File: src/rtl/seq_divider_32bit.sv
`default_nettype none
// ============================================================================
// Module   : seq_divider_32bit
// Purpose  : Multi-cycle restoring divider for RV32M DIV/DIVU/REM/REMU.
//            One conditional subtract per clock, WIDTH iterations per op.
//            Divide-by-zero and signed overflow finish in a single cycle.
// Ports    : clk, rst         - clock, asynchronous active-high reset
//            start            - request, accepted only while ready=1
//            op[1:0]          - funct3[1:0]: 00 DIV, 01 DIVU, 10 REM, 11 REMU
//            dividend,divisor - operands, sampled at acceptance
//            flush            - abort an in-flight operation
//            ready            - high while idle
//            done             - one-cycle pulse, result valid
//            result           - quotient or remainder as selected by op
//            div_by_zero      - divisor was zero (qualified by done)
// Revision : 1.0 - initial release
// ============================================================================
module seq_divider_32bit #(
  parameter int WIDTH = 32
) (
  input  logic             clk,
  input  logic             rst,
  input  logic             start,
  input  logic [1:0]       op,
  input  logic [WIDTH-1:0] dividend,
  input  logic [WIDTH-1:0] divisor,
  input  logic             flush,
  output logic             ready,
  output logic             done,
  output logic [WIDTH-1:0] result,
  output logic             div_by_zero
);

  localparam int               CNT_W  = $clog2(WIDTH);
  localparam logic [1:0]       c_IDLE = 2'd0;
  localparam logic [1:0]       c_CALC = 2'd1;
  localparam logic [1:0]       c_DONE = 2'd2;
  localparam logic [CNT_W-1:0] c_LAST = CNT_W'(WIDTH - 1);
  localparam logic [WIDTH-1:0] c_MIN  = {1'b1, {(WIDTH-1){1'b0}}};

  logic [1:0]       r_state;
  logic [1:0]       w_next_state;
  logic [CNT_W-1:0] r_count;
  logic [WIDTH-1:0] r_rem;
  logic [WIDTH-1:0] r_quo;
  logic [WIDTH-1:0] r_dvs;
  logic             r_sel_rem;
  logic             r_neg_q;
  logic             r_neg_r;
  logic [WIDTH-1:0] r_result;
  logic             r_dbz;

  // ---------------- acceptance-time decode ----------------
  logic             w_accept;
  logic             w_signed;
  logic             w_neg_a;
  logic             w_neg_b;
  logic [WIDTH-1:0] w_mag_a;
  logic [WIDTH-1:0] w_mag_b;
  logic             w_div0;
  logic             w_ovf;

  // flush outranks start in IDLE
  assign w_accept = (r_state == c_IDLE) && start && !flush;
  assign w_signed = ~op[0];
  assign w_neg_a  = w_signed & dividend[WIDTH-1];
  assign w_neg_b  = w_signed & divisor[WIDTH-1];
  // -MIN wraps back to MIN, which is the correct magnitude read as unsigned
  assign w_mag_a  = w_neg_a ? -dividend : dividend;
  assign w_mag_b  = w_neg_b ? -divisor  : divisor;
  assign w_div0   = (divisor == '0);
  assign w_ovf    = w_signed && (dividend == c_MIN) && (divisor == '1);

  // ---------------- one restoring step ----------------
  logic [WIDTH:0]   w_shift;
  logic [WIDTH:0]   w_trial;
  logic             w_borrow;
  logic [WIDTH-1:0] w_rem_nxt;
  logic [WIDTH-1:0] w_quo_nxt;
  logic [WIDTH-1:0] w_quo_fix;
  logic [WIDTH-1:0] w_rem_fix;

  assign w_shift   = {r_rem, r_quo[WIDTH-1]};
  assign w_trial   = w_shift - {1'b0, r_dvs};
  // rem < divisor always holds, so the trial's top bit is a clean borrow flag
  assign w_borrow  = w_trial[WIDTH];
  assign w_rem_nxt = w_borrow ? w_shift[WIDTH-1:0] : w_trial[WIDTH-1:0];
  assign w_quo_nxt = {r_quo[WIDTH-2:0], ~w_borrow};
  assign w_quo_fix = r_neg_q ? -w_quo_nxt : w_quo_nxt;
  assign w_rem_fix = r_neg_r ? -w_rem_nxt : w_rem_nxt;

  // ---------------- FSM: state register ----------------
  always_ff @(posedge clk or posedge rst) begin
    if (rst) r_state <= c_IDLE;
    else     r_state <= w_next_state;
  end

  // ---------------- FSM: next state ----------------
  always_comb begin
    w_next_state = r_state;
    case (r_state)
      c_IDLE: if (w_accept) w_next_state = (w_div0 || w_ovf) ? c_DONE : c_CALC;
      c_CALC: begin
        if (flush)                  w_next_state = c_IDLE;
        else if (r_count == c_LAST) w_next_state = c_DONE;
      end
      c_DONE:  w_next_state = c_IDLE;
      default: w_next_state = c_IDLE;
    endcase
  end

  // ---------------- FSM: outputs ----------------
  always_comb begin
    ready = (r_state == c_IDLE);
    done  = (r_state == c_DONE);
  end

  assign result      = r_result;
  assign div_by_zero = r_dbz;

  // ---------------- datapath ----------------
  always_ff @(posedge clk or posedge rst) begin
    if (rst) begin
      r_count   <= '0;
      r_rem     <= '0;
      r_quo     <= '0;
      r_dvs     <= '0;
      r_sel_rem <= 1'b0;
      r_neg_q   <= 1'b0;
      r_neg_r   <= 1'b0;
      r_result  <= '0;
      r_dbz     <= 1'b0;
    end else if (w_accept) begin
      r_count   <= '0;
      r_rem     <= '0;
      r_quo     <= w_mag_a;
      r_dvs     <= w_mag_b;
      r_sel_rem <= op[1];
      r_neg_q   <= w_neg_a ^ w_neg_b;
      r_neg_r   <= w_neg_a;
      // special cases publish their result now and skip CALC entirely
      if (w_div0) begin
        r_result <= op[1] ? dividend : '1;
        r_dbz    <= 1'b1;
      end else if (w_ovf) begin
        r_result <= op[1] ? '0 : c_MIN;
        r_dbz    <= 1'b0;
      end
    end else if (r_state == c_CALC && !flush) begin
      r_rem   <= w_rem_nxt;
      r_quo   <= w_quo_nxt;
      r_count <= r_count + CNT_W'(1);
      if (r_count == c_LAST) begin
        r_result <= r_sel_rem ? w_rem_fix : w_quo_fix;
        r_dbz    <= 1'b0;
      end
    end
  end

endmodule
`default_nettype wire

File: config.mk
export PLATFORM = sky130hd
export DESIGN_NAME = seq_divider_32bit
export DESIGN_NICKNAME = d
export VERILOG_FILES = /design/src/rtl/seq_divider_32bit.sv
export SDC_FILE = /design/constraint.sdc
export NUM_CORES = 1
export LEC_CHECK = 0
export BUFFER_PORTS_ARGS = -buffer_cell sky130_fd_sc_hd__buf_2
export CAP_MARGIN = 40
export CORE_ASPECT_RATIO = 0.7
export CORE_MARGIN = 8
export CORE_UTILIZATION = 30
export DETAILED_ROUTE_END_ITERATION = 10
export GPL_ROUTABILITY_DRIVEN = 1
export SLEW_MARGIN = 10
export SYNTH_ARGS = -nofsm -noshare
export SYNTH_HDL_FRONTEND = slang
export SYNTH_SLANG_ARGS = --single-unit
File: constraint.sdc
create_clock -name clk -period 7.1 [get_ports clk]
set_input_delay 0.355 -clock clk [delete_from_list [all_inputs] [get_ports clk]]
set_output_delay 0.355 -clock clk [all_outputs]
set_load 0.005 [all_outputs]
Word level (Yosys, flattened, before mapping)
Index checks and enable logic that the tools add are counted.
Storage, ports and cells
  register bits: 139
  input bits: 70
  output and inout bits: 35
  word-level logic and storage cells: 71
Operators by class
  $add $sub $neg: 6
  reduce and logical (&&, ||, !) cells: 13
  bitwise gates (word level): 5
  mux-type cells: 29
  eq/ne operators: 8
Operators with widths (count)
  2-to-1 mux 32 bit: 17
  negator 32 bit: 4
  equality test 32 bit (second input constant): 2
  subtractor 33 x 32 -> 33 bit: 1
  zero test 32 bit: 1
  2-to-1 mux 5 bit: 2
  2-to-1 mux 2 bit: 4
  adder 5 x 1 -> 5 bit (second input constant): 1
  equality test 5 bit (second input constant): 1
  logical AND 1 bit: 5
  2-to-1 mux 1 bit: 5
  one-hot mux 2 bit (2 select lines): 1
  nonzero test 2 bit: 2
  inequality test 3 x 1 -> 1 bit (second input constant): 1
  inequality test 3 bit (second input constant): 1
  AND reduction 3 bit: 1
  AND 1 bit: 2
  equality test 2 x 1 -> 1 bit (second input constant): 1
  equality test 2 bit (second input constant): 1
  zero test 2 bit: 1
  inequality test 2 x 1 -> 1 bit (second input constant): 1
  inverter 1 bit: 2
  AND reduction 2 bit: 1
  zero test 1 bit: 1
  2 further kinds: 2

Longest topological paths before layout
  depth after elaboration: 8
  gate-level depth with buffers: 26
  depth with buffers taken out: 23

Least setup slack after synthesis
No wires, ideal clock.
  kind: flip-flop to flip-flop
  from: reg r_rem[8]
  to: reg r_result[30], in the netlist result[30]
  buffers on the path: 4
  data arrival time: 5.076 ns
  period minus slack after synthesis: 5.172 ns
  path slack: 1.928 ns
  stages on the path, launching flop included: 23
  data required time: 7.005 ns
  library setup time: 0.095 ns
  path through: dfrtp_1 -> ha_1 -> clkbuf_1 -> nand4_1 -> nor2_1 -> o21ai_0 -> a211oi_1 -> o21a_1 -> nor2_4 -> clkinv_1 -> buf_2 -> clkbuf_1 -> buf_1 -> nor2_1 -> a21oi_1 -> ha_1 -> inv_1 -> or2_2 -> nor4b_1 -> mux2i_1 -> nor4_1 -> mux2_2 -> o31ai_1
On the way
  cells in the longest elaborated chain, start to end: 8
  elaborated cells on any way between the ends: 11
  those cells by class: add/sub: 3; mux: 7; bitwise: 1
RTL lines
  start: declaration: RTL line 44  | logic [WIDTH-1:0] r_rem;
  start signal: assignment: RTL line 150  | r_rem <= w_rem_nxt;
  subtractor 33 x 32 -> 33 bit: RTL line 84  | assign w_trial = w_shift - {1'b0, r_dvs};
  2-to-1 mux 32 bit / inverter 1 bit (equally long branches): RTL line 87, 88
  negator 32 bit, on equally long branches: RTL line 90, 89
  2-to-1 mux 32 bit, on equally long branches: RTL line 90, 89
  2-to-1 mux 32 bit *: RTL line 154  | r_result <= r_sel_rem ? w_rem_fix : w_quo_fix;
  2-to-1 mux 32 bit *: RTL line 153  | if (r_count == c_LAST) begin
  2-to-1 mux 32 bit *: RTL line 149  | end else if (r_state == c_CALC && !flush) begin
  2-to-1 mux 32 bit *: RTL line 133  | end else if (w_accept) begin
  end signal: assignment: RTL line 143  | r_result <= op[1] ? dividend : '1;
  end signal: assignment: RTL line 146  | r_result <= op[1] ? '0 : c_MIN;
  end signal: assignment: RTL line 154
  end: declaration: RTL line 50  | logic [WIDTH-1:0] r_result;
Mark *: on every way between the ends. The rest lies on a longest branch, timed or not. The select of a mux whose other input is x is not followed.
A chain may end at the register's enable or synchronous reset.

Worst setup path after layout
  from: reg r_rem[2]
  to: reg r_result[30], in the netlist result[30]
The elaborated chain is that of the path after synthesis.

==> metrics.md <==
| Metric | Value |
|---|---|
| Avg Cell Area, Syn | `7.97 um^2` |
| Placed Cells | `approximately 2,000` |
| Min cycle time layout | `roughly 5700 ps` |
| Share of cells above drive strength 1 | `13.1%` |
| Setup ws final | `between 1000 and 1500 ps` |
| Total routed wirelength | `41,100 um` |
| Max-Slew Margin vs Limit | `between 40% and 50%` |
| Clock latency on the worst-skew pair | `450 ps` |
| Worst hold path type | `input port to asynchronous set/reset pin` |
| Post-synthesis sequential area ratio | `30.5%` |
| Crit. End Element | `flip-flop` |
| Synth Instances | `between 1,000 and 1,500` |
| Die Span Y | `between 150 and 200 um` |
| Area contributors post-synth | `dfrtp_1 30%, o21ai_0 8.2%, xnor2_1 6.3%` |
| H-tree levels | `4` |
| CTS Buffer Depth | `2` |
| Unrepaired setup endpoints after global routing | `false` |
| Outcome | `complete, no violations` |
| Per-cell routed wire length | `20.5 um` |
| Layout Utilization | `35.1%` |
| Initial Util | `a little under a third` |
| Final setup TNS | `0 ps` |
| Place WS | `1700 ps` |
| Vias/cell | `between 5 and 6` |
| Async set-reset flop share out of synthesis | `100%` |
| Overall Power | `6.03 mW` |
| GPL Wtd Cong | `between 0.9 and 1` |
| Slew Limit Fails | `0` |
| Pin count of the biggest net entering global routing | `77` |
| Count leader, synth | `o21ai_0` |
| Area Growth Syn to Fin | `14.8%` |
| Post-synth EDFFs | `0` |
| Clk slew on worst S/H paths | `around 60 ps` |
| Via count | `11,459` |
| Post-synth cell types | `84` |
| Max Clock Freq | `176 MHz` |
| Final instance area | `13,100 um^2` |
| Total track usage | `18.0%` |
| IO Pins | `around 110` |
| Number of global-route vias before repair | `10,965` |
| Die width | `around 250 um` |
| Final Cycle Share | `79.9%` |
| CTS Hold Buffers Added | `0` |
| Hpwl dp | `31,300 um` |
| Final net count | `1,612` |
| First-pass GRT wire length | `64,400 um` |
| Root buffer cell | `clkbuf_16` |
| Post-synth top area cell | `dfrtp_1` |
| Startpoint type of the worst setup path | `flip-flop` |
| Initial antenna violation count | `0` |
| Core area | `37,400 um^2` |
| Lkg Pwr | `5.61 nW` |
| Clock sink count | `139` |
| Required time of the critical path | `7450 ps` |
| Die ar. | `44,600 um^2` |
| Arrival time of the worst setup path | `6020 ps` |
| Synthesized area | `11,400 um^2` |
| Ys Warns | `0` |
| Skew final | `9.06 ps` |
| Max Cap Violations | `0` |
| Most common flop cell mapped by yosys | `dfrtp_1` |
| Setup Buffers After CTS | `0` |
| Row cnt | `59` |
| VDD IR-drop max | `approximately 0.00033 V` |
| Pwr/cell area | `460 nW/um^2` |
| Worst Path Max Fanout | `11` |
| Net Count, Synth | `1,541` |
| Port buffer count | `104` |
| Measured slew at the worst slew-check pin | `847 ps` |
| Drt pass-1 iters | `6` |
| Antenna Nets Post-Route | `0` |
| Post-synth top area share | `30.5%` |
| CTS tree | `done` |
| CP Class | `flip-flop to flip-flop` |
| Non-filler cells, final | `2,004` |
| Most frequent cells after synthesis | `186 x o21ai_0, 156 x nand2_1, 139 x dfrtp_1` |
| GRT overflow | `0` |
| Cell Area, Placed | `12,500 um^2` |
| WHS | `62.6 ps` |
| CTS resizes | `0` |
| Final setup fails | `0` |
| Initial DRC count | `1,331` |
| Total CTS buffers | `17` |
| DRC errors left | `0` |
| Post-synthesis register bit count | `around 140` |
| Hold Vio Cnt, Final | `0` |
==> final cells by class <==
cell class / instances / area [um^2]
diodes: 1 / 2.50
fillers: 3919 / 24300
flip-flops and latches: 139 / 3480
multi-input cells: 1152 / 7370
clock buffers: 18 / 439
clock inverters: 14 / 173
inverters: 65 / 249
well taps: 488 / 611
repair buffers: 127 / 783
==> sequential cells by signal, summed over array words and instances (netlist names), 2 cells and up <==
register	count
result	32
r_quo	32
r_dvs	32
r_state	2
r_rem	32
r_count	5
==> where the power goes <==
part / internal [mW] / total (mW) / switching, mW / leakage [nW]
registers: 0.964 / 1.20 / 0.236 / 1.82
logic: 1.40 / 3.88 / 2.48 / 3.49
clock network: 0.562 / 0.951 / 0.388 / 0.296
==> placed cells by master, fill, tap and decap left out, types with 20 or more instances in the layout <==
| master | count |
|---|---|
| a21oi_1 | 97 |
| a22oi_1 | 32 |
| a31oi_1 | 20 |
| buf_2 | 106 |
| dfrtp_1 | 139 |
| ha_1 | 39 |
| inv_1 | 62 |
| mux2i_1 | 28 |
| nand2_1 | 156 |
| nor2_1 | 107 |
| nor3_1 | 31 |
| nor4_1 | 20 |
| o21ai_0 | 186 |
| o31ai_1 | 24 |
| xnor2_1 | 82 |
| xor2_1 | 55 |
==> cells by family (layout without fill, tap and decap cells) <==
| group | count (synthesis) | after routing | share of synthesized area [%] |
|---|---|---|---|
| and+or+nand+nor | 447 | 447 | 19.2 |
| xor gates and xnor gates | 137 | 137 | 10.5 |
| muxes | 39 | 39 | 3.54 |
| other | 0 | 1 | 0 |
| adders and majority gates | 40 | 40 | 4.45 |
| DFF | 139 | 139 | 30.5 |
| AOI/OAI and AO/OA | 489 | 489 | 26.8 |
| buffers and inverters | 140 | 224 | 5.08 |
==> path summary, 6_finish.rpt <==
check | start | endpoint | slack [ps] | depth (start not counted)
worst min-delay path | rst | r_dvs[1] | 60 | 2
min in group clk | flush | r_state[0] | 110 | 2
worst max register to register | r_rem[2] | result[30] | 1430 | 17
worst max-delay path | r_rem[2] | result[30] | 1430 | 17
worst min register to register | r_dvs[29] | r_dvs[29] | 480 | 2
max in group asynchronous | rst | result[23] | 5890 | 4
==> layer usage <==
| layer | vias up | wire (um) | track usage, % |
|---|---|---|---|
| met4 | 0 | 984 | 5.43 |
| met2 | 449 | 18500 | 28.3 |
| met3 | 59 | 2720 | 2.90 |
| met1 | 5571 | 18900 | 25.2 |
| met5 | - | 0 | 0 |
| li1 | 5380 | - | - |
==> critical path: stages (launching register included) <==
cell and delay (ps):
dfrtp_1 440, ha_1 530, nand3_1 160, a21oi_1 440, o21ai_0 200, a211oi_1 470
o21a_1 380, nor2_4 70, clkinv_1 140, mux2i_1 300, ha_1 190, inv_1 80
or2_2 320, nor4b_1 400, mux2i_1 290, nor4_1 550, mux2_2 390, o31ai_1 220
Power figures use the tool's default switching activity.
